**config.mk**
```make
export PLATFORM = sky130hd
export DESIGN_NAME = fetch_ctrl
export DESIGN_NICKNAME = d
export VERILOG_FILES = /design/src/rtl/fetch_ctrl.sv
export SDC_FILE = /design/constraint.sdc
export NUM_CORES = 1
export LEC_CHECK = 0
export CORE_ASPECT_RATIO = 1.1
export CORE_MARGIN = 3
export CORE_UTILIZATION = 43
export DETAILED_ROUTE_END_ITERATION = 16
export PLACE_DENSITY = 0.95
export SETUP_SLACK_MARGIN = 0.5
export SLEW_MARGIN = 30
export SYNTH_ARGS = -nofsm -noshare
export SYNTH_HDL_FRONTEND = slang
export SYNTH_SLANG_ARGS = --single-unit
export TNS_END_PERCENT = 30
```
**constraint.sdc**
```tcl
create_clock -name clk -period 3.92 [get_ports clk]
set_input_delay 0.98 -clock clk [delete_from_list [all_inputs] [get_ports clk]]
set_output_delay 0.98 -clock clk [all_outputs]
set_load 0.01 [all_outputs]
```
**src/rtl/fetch_ctrl.sv**
```systemverilog
// Fetch-stage sequencer: chooses hold/advance/redirect for the PC register and
// keeps at most one instruction-memory request in flight, killing it on redirect.
module fetch_ctrl #(
    parameter int PCLEN       = 12,
    parameter int BOOT_CYCLES = 4,
    parameter int CNTW        = 16
) (
    input  logic             clk,
    input  logic             rst_n,
    input  logic             EX_taken,
    input  logic [PCLEN-1:0] EX_alt_pc,
    input  logic             EXC_valid,
    input  logic [PCLEN-1:0] EXC_vector,
    input  logic             stall_D,
    input  logic             IC_req_ready,
    input  logic             IC_resp_valid,
    output logic             IC_req_valid,
    output logic             PC_redirect,
    output logic [PCLEN-1:0] PC_redirect_pc,
    output logic             PC_hold,
    output logic             F_valid,
    output logic             F_kill,
    output logic [CNTW-1:0]  redirect_cnt
);

    typedef enum logic [1:0] {
        ST_BOOT  = 2'd0,
        ST_RUN   = 2'd1,
        ST_WAIT  = 2'd2,
        ST_DRAIN = 2'd3
    } state_t;

    localparam int BCW = $clog2(BOOT_CYCLES + 1);
    localparam logic [BCW-1:0]  BOOT_LAST = BCW'(BOOT_CYCLES - 1);
    localparam logic [CNTW-1:0] CNT_MAX   = {CNTW{1'b1}};

    state_t          state_q, state_d;
    logic [BCW-1:0]  boot_cnt_q, boot_cnt_d;
    logic            held_q, held_d;
    logic [CNTW-1:0] redirect_cnt_q, redirect_cnt_d;
    logic            redir_s;

    // Redirect select, next-state and per-cycle handshake outputs
    always_comb begin
        redir_s        = EXC_valid | EX_taken;
        PC_redirect_pc = EXC_valid ? EXC_vector : EX_alt_pc;
        // Redirect strobes are silenced while reset is held
        PC_redirect    = redir_s & rst_n;
        F_kill         = redir_s & rst_n;
        state_d        = state_q;
        boot_cnt_d     = boot_cnt_q;
        held_d         = held_q;
        IC_req_valid   = 1'b0;
        PC_hold        = 1'b1;
        F_valid        = 1'b0;
        if (redir_s && (redirect_cnt_q != CNT_MAX)) begin
            redirect_cnt_d = redirect_cnt_q + {{(CNTW-1){1'b0}}, 1'b1};
        end else begin
            redirect_cnt_d = redirect_cnt_q;
        end
        case (state_q)
            ST_BOOT: begin
                if (boot_cnt_q == BOOT_LAST) begin
                    state_d = ST_RUN;
                end else begin
                    boot_cnt_d = boot_cnt_q + {{(BCW-1){1'b0}}, 1'b1};
                end
            end
            ST_RUN: begin
                IC_req_valid = ~stall_D & ~redir_s;
                if (IC_req_valid && IC_req_ready) begin
                    state_d = ST_WAIT;
                end else begin
                    state_d = ST_RUN;
                end
            end
            ST_WAIT: begin
                if (held_q) begin
                    // Instruction parked in fetch until decode frees up
                    if (redir_s) begin
                        held_d  = 1'b0;
                        state_d = ST_RUN;
                    end else if (!stall_D) begin
                        F_valid = 1'b1;
                        PC_hold = 1'b0;
                        held_d  = 1'b0;
                        state_d = ST_RUN;
                    end else begin
                        F_valid = 1'b1;
                    end
                end else if (redir_s) begin
                    state_d = IC_resp_valid ? ST_RUN : ST_DRAIN;
                end else if (IC_resp_valid) begin
                    F_valid = 1'b1;
                    if (stall_D) begin
                        held_d = 1'b1;
                    end else begin
                        PC_hold = 1'b0;
                        state_d = ST_RUN;
                    end
                end else begin
                    state_d = ST_WAIT;
                end
            end
            ST_DRAIN: begin
                if (IC_resp_valid) begin
                    state_d = ST_RUN;
                end else begin
                    state_d = ST_DRAIN;
                end
            end
            default: begin
                state_d = ST_BOOT;
            end
        endcase
    end

    // State, boot counter, held flag and redirect counter registers
    always_ff @(posedge clk or negedge rst_n) begin
        if (!rst_n) begin
            state_q        <= ST_BOOT;
            boot_cnt_q     <= {BCW{1'b0}};
            held_q         <= 1'b0;
            redirect_cnt_q <= {CNTW{1'b0}};
        end else begin
            state_q        <= state_d;
            boot_cnt_q     <= boot_cnt_d;
            held_q         <= held_d;
            redirect_cnt_q <= redirect_cnt_d;
        end
    end

    assign redirect_cnt = redirect_cnt_q;

endmodule

```
==> flow_metrics.py <==
metrics = {
    "layout": {
        "drive_gt1_frac": 0.174,
        "multi_input_area_sq_um": 724,
        "layout.area.seq_sq_um": 551,
        "post-route-util": 0.720,
        "nets": 225,
        "diodes": 0,
        "nFillCells": 206,
        "syn2layout_area_growth_pct": 57.1,
    },
    "grt": {
        "grt_use_met3": 0.0225,
        "grt_pass1_vias": 1353,
        "grt_usage": 0.228,
        "grt.busiest_layer": "met2",
        "grt_max_degree": 23,
        "gr-usage-met1": 0.282,
        "grtUsageMet2": 0.401,
        "grt_first_pass_wirelength_um": 6530,
        "grt_antenna_before_repair": 0,
        "overflow": 0,
    },
    "worst_setup_path": {
        "crit_fanout": 4,
        "cp_common_cell": "clkdlybuf4s50_1",
        "critPathSlowestCell": "clkdlybuf4s50_1",
        "worstSetupStartpointType": "input pin",
        "cp_data_arrival_time_ns": 2.47,
        "crit_buf_inv": 2,
        "worstPathCellList": "clkdlybuf4s50_1 > or2_4 > and2_1 > clkdlybuf4s50_1",
        "crit_path_end_kind": "primary output",
        "critPathTopFamily": "buffers and inverters",
        "slowest_delay_ns": 0.56,
        "crit_type": "input pin to primary output",
        "crit_required_ns": 2.94,
    },
    "synthesis": {
        "synth_edf_count": 0,
        "synth-seq-cells": 22,
        "yosys.area.top_type": "dfrtp_1",
        "syn_inst": 122,
        "yosysTopAreaCellShare": 0.425,
        "yosysSeqAreaShare": 0.425,
        "synthFlopType": "dfrtp_1",
        "synth_fp_nets": 156,
        "yosysUniqueCellTypes": 40,
        "synthTopCellsByArea": "dfrtp_1 (42%), mux2_2 (13%), a21oi_1 (3.1%), ha_1 (2.9%), nand3_1 (2.7%)",
        "synthArstFlopShare": 1.00,
        "synth_area_sq_um": 1300,
        "syn-mean-instance-area_sq_um": 10.6,
        "ys_warn_count": 0,
    },
    "sta": {
        "fmax_mhz": 290,
        "hold_viol_final": 0,
        "maxSlewViolCount": 0,
        "clock_skew_ns": 0.00576,
        "fin_setup_tns_ns": 0,
        "slew-limit-headroom": 0.721,
        "finalWorstSetupSlack_ns": 0.474,
        "finalCritPeriodShare": 0.879,
        "setup_viol": 0,
        "tightest_slew_ns": 0.415,
        "min_period_ns": 3.45,
        "rsz0062_at_grt": "yes",
    },
    "power": {
        "combPwrFrac": 0.433,
        "power_switching_w": 0.000323,
        "internal-power_w": 0.000580,
        "ir_worst_vdd_mv": 0.298,
        "p_leak_nw": 0.878,
        "netSwitchingFraction": 0.358,
        "p_seq_frac": 0.427,
        "p_total_w": 0.000903,
        "p_per_area_nw_per_um2": 443,
        "clkPwrFrac": 0.141,
    },
    "floorplanning": {
        "rows": 20,
        "die_area_sq_um": 3710,
        "start_util": 0.458,
        "ios": 64,
        "die_y_um": 63.6,
        "die_w_um": 58.4,
        "core_sq_um": 2830,
    },
    "drt": {
        "routed_wl_um": 3810,
        "dr_total_vias": 1259,
        "remaining_drc_errors": 0,
        "firstDrtPassIters": 4,
        "drt_iter0_drc": 53,
        "vias_per_cell": 5.65,
        "drt-wirelength-per-cell_um": 17.1,
        "drtAntennaViolNets": 0,
    },
    "clock_network": {
        "ctsHtreeMaxLevel": 1,
        "clock_latency_ns": 0.32,
        "cts.sinks": 22,
        "cts-root-buf": "clkbuf_4",
        "cts_tree": "built",
        "cts_buffers": 3,
        "cts_hold_buffers": 0,
        "clk_pin_slew_ns": 0.12,
        "cts_buffer_depth": 2,
    },
    "status": {
        "status": "complete, no violations",
    },
    "job": {
        "maxCapViolations": 0,
    },
    "placement": {
        "place.gp.congestion": 0.844,
        "dp_hpwl_um": 2890,
        "place_ws_ns": 0.202,
        "port_buffers": 63,
    },
    "hold_path": {
        "hold_path_class": "flip-flop to flip-flop",
    },
}
-- cell type report --
cell class	instances	area share
timing repair buffer	68	0.330
tap	33	0.0203
sequential	22	0.270
clock buffer	4	0.0178
inverter	3	0.00553
multi-input combinational	93	0.356
-- per-layer routing --
| metal | routed length (um) | share of wire | vias to the layer above |
|---|---|---|---|
| li1 | - | - | 600 |
| met1 | 1500 | 0.39 | 613 |
| met2 | 2100 | 0.55 | 42 |
| met3 | 165 | 0.043 | 4 |
| met4 | 41 | 0.011 | 0 |
| met5 | 0 | 0 | - |
-- path summary, 6_finish.rpt --
kind | startpoint | end | slack [ns] | cells past startpoint
worst max-delay path | EX_taken | F_kill | 0.47 | 4
worst min-delay path | boot_cnt_q[0]$_DFFE_PN0P_ | boot_cnt_q[0]$_DFFE_PN0P_ | 0.49 | 1
worst max register to register | redirect_cnt[0]$_DFFE_PN0P_ | redirect_cnt[1]$_DFFE_PN0P_ | 2.11 | 5
worst min register to register | boot_cnt_q[0]$_DFFE_PN0P_ | boot_cnt_q[0]$_DFFE_PN0P_ | 0.49 | 1
max in group asynchronous | rst_n | held_q$_DFFE_PN0P_ | 2.65 | 2
min in group asynchronous | rst_n | redirect_cnt[10]$_DFFE_PN0P_ | 1.05 | 2
-- power by group through the flow --
stage               logic, W  clock network (W)  registers (W)
floorplan           0.000178                  0       0.000389
global placement    0.000367                  0       0.000377
detailed placement  0.000386                  0       0.000384
CTS                 0.000390           0.000131       0.000382
global route        0.000430           0.000140       0.000402
finish              0.000391           0.000127       0.000385
-- cell usage after synthesis (2+ instances only) --
master and number:
dfrtp_1 22, mux2_2 15, a21oi_1 8, nand3_1 7
nand2_1 6, nor3_1 5, nand4_1 4, xor2_1 4
a31oi_1 3, and3_1 3, ha_1 3, inv_1 3
nor2_1 3, o21ai_0 3, xnor2_1 3, a21boi_0 2
and4_1 2, buf_4 2, mux2i_1 2, nor4_1 2
-- per-stage QoR --
step           cell area, sq um  instances  hold WS [ns]
3_5_place_dp               1960        217         0.486
5_1_grt                    2040        223         0.537
3_3_place_gp               1960        217         0.464
6_report                   2040        223         0.494
2_1_floorplan              1300        122         0.450
4_1_cts                    2020        221         0.502
-- logic make-up after synthesis --
| kind of cell | share of synthesized area |
|---|---|
| DFF | 0.425 |
| xor gates and xnor gates | 0.0473 |
| adders and majority gates | 0.0290 |
| AOI/OAI and AO/OA | 0.135 |
| muxes | 0.157 |
| and+or+nand+nor | 0.175 |
| buffers and inverters | 0.0318 |
-- flip-flops by register name, indices dropped and copies added (netlist names) --
name,count
held_q,1
redirect_cnt,16
state_q,2
boot_cnt_q,3
-- cell usage in the layout (no fill, tap or decap), types with 2 or more instances in the layout --
| cell | instances |
|---|---|
| nor3_4 | 2 |
| nand4_1 | 4 |
| nand3_1 | 7 |
| dlygate4sd2_1 | 4 |
| clkdlybuf4s50_1 | 58 |
| clkbuf_4 | 3 |
| mux2i_1 | 2 |
| xnor2_1 | 3 |
| a31oi_1 | 3 |
| nor2_1 | 3 |
| o21ai_0 | 3 |
| ha_1 | 3 |
| and3_1 | 3 |
| and4_1 | 2 |
| inv_1 | 3 |
| mux2_2 | 15 |
| nand2_1 | 6 |
| a21boi_0 | 2 |
| nor3_1 | 4 |
| a21oi_1 | 8 |
| buf_6 | 2 |
| dfrtp_1 | 22 |
| xor2_1 | 4 |
| buf_4 | 3 |
-- timing repair --
action	in CTS	in global routing
endpoints found under the setup margin	17	13
gates resized for setup	9	4
setup buffers	0	1
cloned	0	1
Note: power is estimated with default switching activity, not from simulation.
